[src/rtl/id_stage_pipe_if.sv]
// Bundle of handshake, operand, writeback and branch-redirect signals for the ID stage.
// The slave modport is the stage itself; the master modport is whatever drives it.
interface id_stage_pipe_if #(
  parameter int DATA_W = 64,
  parameter int ADDR_W = 5,
  parameter int LANE_W = 8,
  parameter int PC_W   = 16
) ();
  localparam int LANES = DATA_W / LANE_W;

  // Decode-side handshake and decoded instruction fields
  logic              in_valid;
  logic              in_ready;
  logic [ADDR_W-1:0] in_rA;
  logic [ADDR_W-1:0] in_rB;
  logic [ADDR_W-1:0] in_rD;
  logic              in_useA;
  logic              in_useB;
  logic              in_wrEn;
  logic              in_memEn;
  logic              in_memwrEn;
  logic [1:0]        in_br_type;
  logic [PC_W-1:0]   in_br_pc;

  // Writeback port into the register file
  logic              wb_wrEn;
  logic [ADDR_W-1:0] wb_rD;
  logic [LANES-1:0]  wb_lane_en;
  logic [DATA_W-1:0] wb_data;

  // ID/EX register toward the execute stage
  logic              out_valid;
  logic              out_ready;
  logic [DATA_W-1:0] out_rA_data;
  logic [DATA_W-1:0] out_rB_data;
  logic [ADDR_W-1:0] out_rD;
  logic              out_wrEn;
  logic              out_memEn;
  logic              out_memwrEn;
  logic              out_fwd_rA;
  logic              out_fwd_rB;

  // Branch redirect and performance counter
  logic              br_taken;
  logic [PC_W-1:0]   br_pc;
  logic [15:0]       perf_stalls;

  modport master (
    output in_valid, in_rA, in_rB, in_rD, in_useA, in_useB,
           in_wrEn, in_memEn, in_memwrEn, in_br_type, in_br_pc,
           wb_wrEn, wb_rD, wb_lane_en, wb_data, out_ready,
    input  in_ready, out_valid, out_rA_data, out_rB_data, out_rD,
           out_wrEn, out_memEn, out_memwrEn, out_fwd_rA, out_fwd_rB,
           br_taken, br_pc, perf_stalls
  );

  modport slave (
    input  in_valid, in_rA, in_rB, in_rD, in_useA, in_useB,
           in_wrEn, in_memEn, in_memwrEn, in_br_type, in_br_pc,
           wb_wrEn, wb_rD, wb_lane_en, wb_data, out_ready,
    output in_ready, out_valid, out_rA_data, out_rB_data, out_rD,
           out_wrEn, out_memEn, out_memwrEn, out_fwd_rA, out_fwd_rB,
           br_taken, br_pc, perf_stalls
  );
endinterface

[src/rtl/id_stage_pipe.sv]
// Instruction-decode pipeline stage: lane-writable register file with write-through
// bypass, load-use hazard stall, ID/EX register with EX-forward flags, bez/bnez
// resolution with a one-instruction shadow flush, and a saturating stall counter.
module id_stage_pipe #(
  parameter int DATA_W = 64,
  parameter int ADDR_W = 5,
  parameter int LANE_W = 8,
  parameter int PC_W   = 16
) (
  input logic          clk,
  input logic          reset,
  id_stage_pipe_if.slave bus
);
  localparam int LANES = DATA_W / LANE_W;
  localparam int DEPTH = 1 << ADDR_W;

  typedef enum logic {
    FLUSH_IDLE,
    FLUSH_ARMED
  } flush_state_t;

  logic [DATA_W-1:0] rf [DEPTH];
  logic [DATA_W-1:0] wb_mask;
  logic [DATA_W-1:0] rd_a;
  logic [DATA_W-1:0] rd_b;

  logic              hazard;
  logic              ready;
  logic              accept;
  logic              drop;
  logic              br_cond;
  logic              br_fire;
  logic              fwd_a;
  logic              fwd_b;

  flush_state_t      flush_q;
  flush_state_t      flush_d;

  logic              out_valid_q;
  logic [DATA_W-1:0] out_a_q;
  logic [DATA_W-1:0] out_b_q;
  logic [ADDR_W-1:0] out_rd_q;
  logic              out_wr_q;
  logic              out_mem_q;
  logic              out_memwr_q;
  logic              out_fwd_a_q;
  logic              out_fwd_b_q;
  logic              br_taken_q;
  logic [PC_W-1:0]   br_pc_q;
  logic [15:0]       perf_q;

  // Expand the per-lane writeback enables into a full-width bit mask
  always_comb begin
    wb_mask = '0;
    for (int i = 0; i < LANES; i++) begin
      wb_mask[i*LANE_W +: LANE_W] = {LANE_W{bus.wb_lane_en[i]}};
    end
  end

  // Register file: per-lane writes, cleared by reset, entry 0 is an ordinary register
  always_ff @(posedge clk or posedge reset) begin
    if (reset) begin
      for (int e = 0; e < DEPTH; e++) begin
        rf[e] <= '0;
      end
    end else if (bus.wb_wrEn) begin
      for (int i = 0; i < LANES; i++) begin
        if (bus.wb_lane_en[i]) begin
          rf[bus.wb_rD][i*LANE_W +: LANE_W] <= bus.wb_data[i*LANE_W +: LANE_W];
        end
      end
    end
  end

  // Combinational reads; a same-cycle writeback to the read index shows through lane by lane
  always_comb begin
    rd_a = rf[bus.in_rA];
    rd_b = rf[bus.in_rB];
    if (bus.wb_wrEn && (bus.wb_rD == bus.in_rA)) begin
      rd_a = (rd_a & ~wb_mask) | (bus.wb_data & wb_mask);
    end
    if (bus.wb_wrEn && (bus.wb_rD == bus.in_rB)) begin
      rd_b = (rd_b & ~wb_mask) | (bus.wb_data & wb_mask);
    end
  end

  // A load sitting in ID/EX cannot forward its data yet, so a dependent reader must wait
  assign hazard = bus.in_valid & out_valid_q & out_wr_q & out_mem_q &
                  ((bus.in_useA & (bus.in_rA == out_rd_q)) |
                   (bus.in_useB & (bus.in_rB == out_rd_q)));

  assign ready  = ~hazard & (~out_valid_q | bus.out_ready);
  assign accept = bus.in_valid & ready;
  assign drop   = accept & (flush_q == FLUSH_ARMED);

  // Non-load results in ID/EX can be forwarded by EX, so flag the matching sources
  assign fwd_a = out_valid_q & out_wr_q & ~out_mem_q & bus.in_useA & (bus.in_rA == out_rd_q);
  assign fwd_b = out_valid_q & out_wr_q & ~out_mem_q & bus.in_useB & (bus.in_rB == out_rD_alias());

  function automatic logic [ADDR_W-1:0] out_rD_alias();
    return out_rd_q;
  endfunction

  // Branch condition from the bypassed rB operand; the reserved encoding never branches
  always_comb begin
    br_cond = 1'b0;
    case (bus.in_br_type)
      2'b01:   br_cond = (rd_b == '0);
      2'b10:   br_cond = (rd_b != '0);
      default: br_cond = 1'b0;
    endcase
  end

  assign br_fire = accept & ~drop & br_cond;

  // Shadow-flush state register
  always_ff @(posedge clk or posedge reset) begin
    if (reset) begin
      flush_q <= FLUSH_IDLE;
    end else begin
      flush_q <= flush_d;
    end
  end

  // Arm on a taken branch; the next accepted instruction is the one discarded
  always_comb begin
    flush_d = flush_q;
    case (flush_q)
      FLUSH_IDLE:  if (br_fire) flush_d = FLUSH_ARMED;
      FLUSH_ARMED: if (accept)  flush_d = FLUSH_IDLE;
      default:     flush_d = FLUSH_IDLE;
    endcase
  end

  // ID/EX register: load on a kept accept, bubble when drained, hold while EX stalls
  always_ff @(posedge clk or posedge reset) begin
    if (reset) begin
      out_valid_q <= 1'b0;
      out_a_q     <= '0;
      out_b_q     <= '0;
      out_rd_q    <= '0;
      out_wr_q    <= 1'b0;
      out_mem_q   <= 1'b0;
      out_memwr_q <= 1'b0;
      out_fwd_a_q <= 1'b0;
      out_fwd_b_q <= 1'b0;
    end else if (accept && !drop) begin
      out_valid_q <= 1'b1;
      out_a_q     <= rd_a;
      out_b_q     <= rd_b;
      out_rd_q    <= bus.in_rD;
      out_wr_q    <= bus.in_wrEn;
      out_mem_q   <= bus.in_memEn;
      out_memwr_q <= bus.in_memwrEn;
      out_fwd_a_q <= fwd_a;
      out_fwd_b_q <= fwd_b;
    end else if (bus.out_ready) begin
      out_valid_q <= 1'b0;
    end
  end

  // One-cycle redirect pulse; the target is only updated when a branch actually fires
  always_ff @(posedge clk or posedge reset) begin
    if (reset) begin
      br_taken_q <= 1'b0;
      br_pc_q    <= '0;
    end else begin
      br_taken_q <= br_fire;
      if (br_fire) begin
        br_pc_q <= bus.in_br_pc;
      end
    end
  end

  // Count hazard-stall cycles, sticking at all-ones instead of wrapping
  always_ff @(posedge clk or posedge reset) begin
    if (reset) begin
      perf_q <= '0;
    end else if (hazard && (perf_q != 16'hFFFF)) begin
      perf_q <= perf_q + 16'd1;
    end
  end

  assign bus.in_ready    = ready;
  assign bus.out_valid   = out_valid_q;
  assign bus.out_rA_data = out_a_q;
  assign bus.out_rB_data = out_b_q;
  assign bus.out_rD      = out_rd_q;
  assign bus.out_wrEn    = out_wr_q;
  assign bus.out_memEn   = out_mem_q;
  assign bus.out_memwrEn = out_memwr_q;
  assign bus.out_fwd_rA  = out_fwd_a_q;
  assign bus.out_fwd_rB  = out_fwd_b_q;
  assign bus.br_taken    = br_taken_q;
  assign bus.br_pc       = br_pc_q;
  assign bus.perf_stalls = perf_q;
endmodule

[src/flat_wrapper.sv]
// flat-port wrapper written by rule: the top's interface ports become plain ports
module id_stage_pipe_flat 
#(
  parameter int DATA_W = 64,
  parameter int ADDR_W = 5,
  parameter int LANE_W = 8,
  parameter int PC_W   = 16
)
  (clk, reset, bus_in_valid, bus_in_rA, bus_in_rB, bus_in_rD, bus_in_useA, bus_in_useB, bus_in_wrEn, bus_in_memEn, bus_in_memwrEn, bus_in_br_type, bus_in_br_pc, bus_wb_wrEn, bus_wb_rD, bus_wb_lane_en, bus_wb_data, bus_out_ready, bus_in_ready, bus_out_valid, bus_out_rA_data, bus_out_rB_data, bus_out_rD, bus_out_wrEn, bus_out_memEn, bus_out_memwrEn, bus_out_fwd_rA, bus_out_fwd_rB, bus_br_taken, bus_br_pc, bus_perf_stalls);
  id_stage_pipe_if #(.DATA_W(DATA_W), .ADDR_W(ADDR_W), .LANE_W(LANE_W), .PC_W(PC_W)) bus_i ();
  input logic clk;
  input logic reset;
  input wire logic [$bits(bus_i.in_valid)-1:0] bus_in_valid;
  input wire logic [$bits(bus_i.in_rA)-1:0] bus_in_rA;
  input wire logic [$bits(bus_i.in_rB)-1:0] bus_in_rB;
  input wire logic [$bits(bus_i.in_rD)-1:0] bus_in_rD;
  input wire logic [$bits(bus_i.in_useA)-1:0] bus_in_useA;
  input wire logic [$bits(bus_i.in_useB)-1:0] bus_in_useB;
  input wire logic [$bits(bus_i.in_wrEn)-1:0] bus_in_wrEn;
  input wire logic [$bits(bus_i.in_memEn)-1:0] bus_in_memEn;
  input wire logic [$bits(bus_i.in_memwrEn)-1:0] bus_in_memwrEn;
  input wire logic [$bits(bus_i.in_br_type)-1:0] bus_in_br_type;
  input wire logic [$bits(bus_i.in_br_pc)-1:0] bus_in_br_pc;
  input wire logic [$bits(bus_i.wb_wrEn)-1:0] bus_wb_wrEn;
  input wire logic [$bits(bus_i.wb_rD)-1:0] bus_wb_rD;
  input wire logic [$bits(bus_i.wb_lane_en)-1:0] bus_wb_lane_en;
  input wire logic [$bits(bus_i.wb_data)-1:0] bus_wb_data;
  input wire logic [$bits(bus_i.out_ready)-1:0] bus_out_ready;
  output wire logic [$bits(bus_i.in_ready)-1:0] bus_in_ready;
  output wire logic [$bits(bus_i.out_valid)-1:0] bus_out_valid;
  output wire logic [$bits(bus_i.out_rA_data)-1:0] bus_out_rA_data;
  output wire logic [$bits(bus_i.out_rB_data)-1:0] bus_out_rB_data;
  output wire logic [$bits(bus_i.out_rD)-1:0] bus_out_rD;
  output wire logic [$bits(bus_i.out_wrEn)-1:0] bus_out_wrEn;
  output wire logic [$bits(bus_i.out_memEn)-1:0] bus_out_memEn;
  output wire logic [$bits(bus_i.out_memwrEn)-1:0] bus_out_memwrEn;
  output wire logic [$bits(bus_i.out_fwd_rA)-1:0] bus_out_fwd_rA;
  output wire logic [$bits(bus_i.out_fwd_rB)-1:0] bus_out_fwd_rB;
  output wire logic [$bits(bus_i.br_taken)-1:0] bus_br_taken;
  output wire logic [$bits(bus_i.br_pc)-1:0] bus_br_pc;
  output wire logic [$bits(bus_i.perf_stalls)-1:0] bus_perf_stalls;
  assign bus_i.in_valid = bus_in_valid;
  assign bus_i.in_rA = bus_in_rA;
  assign bus_i.in_rB = bus_in_rB;
  assign bus_i.in_rD = bus_in_rD;
  assign bus_i.in_useA = bus_in_useA;
  assign bus_i.in_useB = bus_in_useB;
  assign bus_i.in_wrEn = bus_in_wrEn;
  assign bus_i.in_memEn = bus_in_memEn;
  assign bus_i.in_memwrEn = bus_in_memwrEn;
  assign bus_i.in_br_type = bus_in_br_type;
  assign bus_i.in_br_pc = bus_in_br_pc;
  assign bus_i.wb_wrEn = bus_wb_wrEn;
  assign bus_i.wb_rD = bus_wb_rD;
  assign bus_i.wb_lane_en = bus_wb_lane_en;
  assign bus_i.wb_data = bus_wb_data;
  assign bus_i.out_ready = bus_out_ready;
  assign bus_in_ready = bus_i.in_ready;
  assign bus_out_valid = bus_i.out_valid;
  assign bus_out_rA_data = bus_i.out_rA_data;
  assign bus_out_rB_data = bus_i.out_rB_data;
  assign bus_out_rD = bus_i.out_rD;
  assign bus_out_wrEn = bus_i.out_wrEn;
  assign bus_out_memEn = bus_i.out_memEn;
  assign bus_out_memwrEn = bus_i.out_memwrEn;
  assign bus_out_fwd_rA = bus_i.out_fwd_rA;
  assign bus_out_fwd_rB = bus_i.out_fwd_rB;
  assign bus_br_taken = bus_i.br_taken;
  assign bus_br_pc = bus_i.br_pc;
  assign bus_perf_stalls = bus_i.perf_stalls;
  id_stage_pipe #(.DATA_W(DATA_W), .ADDR_W(ADDR_W), .LANE_W(LANE_W), .PC_W(PC_W)) u_core (.clk(clk), .reset(reset), .bus(bus_i));
endmodule
[config.mk]
export PLATFORM = sky130hd
export DESIGN_NAME = id_stage_pipe_flat
export DESIGN_NICKNAME = d
export VERILOG_FILES = /design/src/rtl/id_stage_pipe_if.sv /design/src/rtl/id_stage_pipe.sv /design/src/flat_wrapper.sv
export SDC_FILE = /design/constraint.sdc
export NUM_CORES = 2
export LEC_CHECK = 0
export ABC_CLOCK_PERIOD_IN_PS = 75600
export BUFFER_PORTS_ARGS = -buffer_cell sky130_fd_sc_hd__buf_2
export CAP_MARGIN = 10
export CORE_MARGIN = 10
export CORE_UTILIZATION = 36
export DETAILED_ROUTE_END_ITERATION = 10
export HOLD_SLACK_MARGIN = 0.03
export SLEW_MARGIN = 25
export SYNTH_ARGS = -nofsm -noshare
export SYNTH_HDL_FRONTEND = slang
export SYNTH_SLANG_ARGS = --single-unit
[constraint.sdc]
create_clock -name clk -period 75.6 [get_ports clk]
set_clock_uncertainty 0.05 [all_clocks]
set_input_delay 18.9 -clock clk [delete_from_list [all_inputs] [get_ports clk]]
set_output_delay 18.9 -clock clk [all_outputs]
set_load 0.02 [all_outputs]
==> results.toml <==
[hold_path]
min-delay-path-class = "reg -> reg"
hp-start = "u_core.bus.out_rB_data[3]"

[grt]
groute.layer.met1.usage_pct = 30.2
grt_util_all_layers_pct = 23.4
grt_antenna_before_repair = 59
first_global_vias = 79200
gr-max-usage-layer = "met2"
global_route.usage.met2_pct = 35.1
pin_count_of_the_biggest_net_entering_global_routing = 179
global_route.usage.met3_pct = 6.97
grt_first_pass_wirelength_mm = 596
grt_remaining_overflow = 0

[yosys]
synth-compound-area-share_pct = 3.16
synthDominantCellAreaShare_pct = 47.9
yosys.area_share.simple_pct = 3.78
synthXorXnorAreaFrac_pct = 0.264
number_of_nets_in_the_synthesized_netlist = 7924
synthesis.instances = 7803
post_synth_fa_ha_maj_area_fraction_pct = 0.0108
post_synth_num_cell_types = 58
synth_top_family_by_area = "multiplexers"
synth_ff_type = "sky130_fd_sc_hd__dfrtp_1"
muxShareOfSynthArea_pct = 42.5
syn-cell-area_mm2 = 0.116
ys_async_sr_fraction_pct = 100
synth_sequential_area_ratio_pct = 47.9
post_synth_main_area_contributors = "sky130_fd_sc_hd__dfrtp_1, sky130_fd_sc_hd__mux4_2, sky130_fd_sc_hd__mux2_2, sky130_fd_sc_hd__nand2_1, sky130_fd_sc_hd__clkbuf_1"
synth-seq-cells = 2221
synth_area_per_cell_um2 = 14.9
synth_enable_flop_cells = 0
synth_largest_area_cell = "sky130_fd_sc_hd__dfrtp_1"
yosysWarnings = 0

[layout]
layout-drive-gt1-share_pct = 51.5
final.fill_count = 29200
area_growth_from_synthesis_to_layout_pct = 13.0
layout.nets = 8027

[clock_tree]
cts_max_path_buffers = 4
cts_repair_resize_count = 0
clk-insertion-delay-late_ns = 0.96
hold_buffers = 0
cts_sinks = 2221
cts_root_buf = "sky130_fd_sc_hd__clkbuf_16"
clkTransAtPathRegs_ns = 0.06
setup_fix_bufs_post_cts = 0
tritoncts = "yes"
number_of_cts_inserted_buffers = 241
cts_htree_levels = 4

[die]
design.die.area_mm2 = 0.345
ios = 293
die_w_um = 588
die_height_um = 588
initial_utilization_pct = 36.1
coreArea_mm2 = 0.321
rows = 208

[detailed_routing]
post_drt_via_cell_ratio = 6.18
routed_wirelength_mm = 417
drt_first_iter_violations = 8054
detail_route.wl_per_cell_um = 33.5
route.detailed.drc = 0
dr.pass1.iters = 6
postRouteAntennaNets = 0
num_vias = 76800

[setup_path]
startpoint_to_endpoint_class_of_the_critical_path = "in -> out"
critical_path.startpoint = "bus_in_rB[1]"
standard_cell_with_the_maximum_stage_delay_on_the_critical_path = "sky130_fd_sc_hd__nand3_1"
cp_num_buf_inv = 2
timing.rr.start = "u_core.rf[1292]"
crit_end_element = "primary output"
critical_path.cell_chain = "buf_8, xor2_1, nor4_1, nand3_1, a21oi_1, a21oi_1, buf_2"
crit_path_frequent_cell = "sky130_fd_sc_hd__a21oi_1"
slowest_delay_ns = 0.51
crit_family = "simple AND/OR/NAND/NOR gates"
crit_arrival_ns = 21.10
worstPathRequired_ns = 56.65
crit_path_start_kind = "primary input"
crit_fanout = 61

[place]
place_ws_ns = 35.56
portBuffers = 292
dpl.hpwl_mm = 273
gpl.final_weighted_congestion = 0.894

[job]
drv.max_cap_violation_count = 0

[sta]
fin_crit_sh_pct = 53.0
max_clock_freq_mhz = 25.0
period_minus_slack_ns = 40.05
timing.max_slew.rel_slack_pct = 17.7
finalSetupViolations = 0
worst_slew_pin_slew_ns = 1.21
drv_slew = 0
hold_violations = 0
timing.final.ws_setup_ns = 35.55
grt_setup_unrepaired = "false"
setup-tns-final_ns = 0

[pwr]
pwr_density_cell_mw_per_mm2 = 25.6
peakVddDrop_v = 0.0000211
static_leakage_nw = 57.5

[outcome]
result_of_the_run = "finished, final reports clean"
## per-layer routing
metal  part of all wire (%)  up-vias
li1                       -    30300
met4                    7.0       52
met5                   0.10        -
met3                    9.9     1149
met2                     44     3913
met1                     39    41400
## cells in the final DEF, fill, tap and decap left out, drive strengths merged, types with 4 or more instances in the layout
master and count:
dfrtp 2221, mux2 1946, mux4 1152, nand2 550, buf 515, clkbuf 353
o21ai 325, nor2 211, o22ai 153, mux2i 146, nor4 53, clkinv 53
nand3 47, bufinv 29, nor2b 29, and3 24, a21oi 22, inv 22
o31ai 20, diode 19, a22oi 19, xnor2 18, xor2 17, a21o 17
or3b 15, or3 15, a31oi 15, and2 14, nand4 12, nand3b 12
nor3 11, o221ai 8, a22o 6, a211o 5, nand2b 4, a211oi 4
o2111ai 4, a221oi 4, a32oi 4
## registers in the layout, summed over array words and instances, names as in the netlist
| name | count |
|---|---|
| u_core.bus.out_fwd_rB | 1 |
| u_core.bus.br_pc | 16 |
| u_core.bus.out_memEn | 1 |
| u_core.bus.out_rD | 5 |
| u_core.flush_q | 1 |
| u_core.bus.out_wrEn | 1 |
| u_core.rf | 2048 |
| u_core.bus.out_valid | 1 |
| u_core.bus.out_rA_data | 64 |
| u_core.bus.br_taken | 1 |
| u_core.bus.out_memwrEn | 1 |
| u_core.bus.out_fwd_rA | 1 |
| u_core.bus.perf_stalls | 16 |
| u_core.bus.out_rB_data | 64 |
## final timing paths
check	to	slack, ns	depth (start not counted)
setup / recovery	bus_in_ready	35.55	7
hold / removal	u_core.bus.out_rB_data[3]	0.42	2
setup reg to reg	u_core.flush_q	70.35	11
min in group asynchronous	u_core.bus.br_pc[10]	18.08	2
hold reg to reg	u_core.bus.out_rB_data[3]	0.42	2
max in group asynchronous	u_core.bus.out_rA_data[48]	53.34	7
## logic make-up after synthesis
kind of cell / Yosys count
multiplexers: 3244
flip-flops: 2221
AND/OR/NAND/NOR: 1004
buffers and inverters: 675
AO/OA/AOI/OAI: 623
XOR/XNOR: 35
adder cells (fa/ha/maj): 1
## final cells by class
| type | instances | area, um^2 | area share, % |
|---|---|---|---|
| Multi-Input combinational cell | 4907 | 58100 | 44.3 |
| Sequential cell | 2221 | 55600 | 42.4 |
| Clock buffer | 352 | 7100 | 5.42 |
| Tap cell | 4305 | 5390 | 4.11 |
| Timing Repair Buffer | 516 | 3510 | 2.68 |
| Clock inverter | 88 | 1280 | 0.978 |
| Inverter | 19 | 75.1 | 0.0573 |
| Antenna cell | 19 | 47.5 | 0.0363 |
## stage by stage
step                area, um^2  cells  hold slack (ns)  utilization (%)  total power, mW
finish                  131000  12400            0.422             40.9             3.36
global route            131000  12400            0.447             40.9             3.48
CTS                     131000  12400            0.427             40.8             3.37
detailed placement      122000  12000            0.413             38.2             2.11
global placement        122000  12000            0.404             38.1             2.08
floorplan               116000   7803            0.411                -             1.91
## synth_stat cells (all sizes together) (5+ instances only)
cell type,count
dfrtp,2221
mux2,1946
mux4,1152
nand2,550
clkbuf,459
o21ai,325
nor2,211
buf,197
o22ai,153
mux2i,146
nor4,53
nand3,47
nor2b,29
and3,24
a21oi,22
o31ai,20
a22oi,19
inv,19
xnor2,18
a21o,17
xor2,17
a31oi,15
or3,15
or3b,15
and2,14
nand3b,12
nand4,12
nor3,11
o221ai,8
a22o,6
a211o,5
## report_power, final
group          total, mW  leakage (nW)  internal, mW  switching (mW)
Sequential          1.48          29.4          1.36           0.125
Clock               1.26          4.15         0.747           0.516
Combinational      0.615          23.9         0.314           0.301
Total               3.36          57.5          2.42           0.942
## tightest hold or removal path, cell delays in order, from the launching register on
cell and delay, ns:
sky130_fd_sc_hd__dfrtp_1 0.34, sky130_fd_sc_hd__nand2_1 0.05, sky130_fd_sc_hd__nand2_1 0.05
No activity file was read; power rests on OpenSTA's default activity.
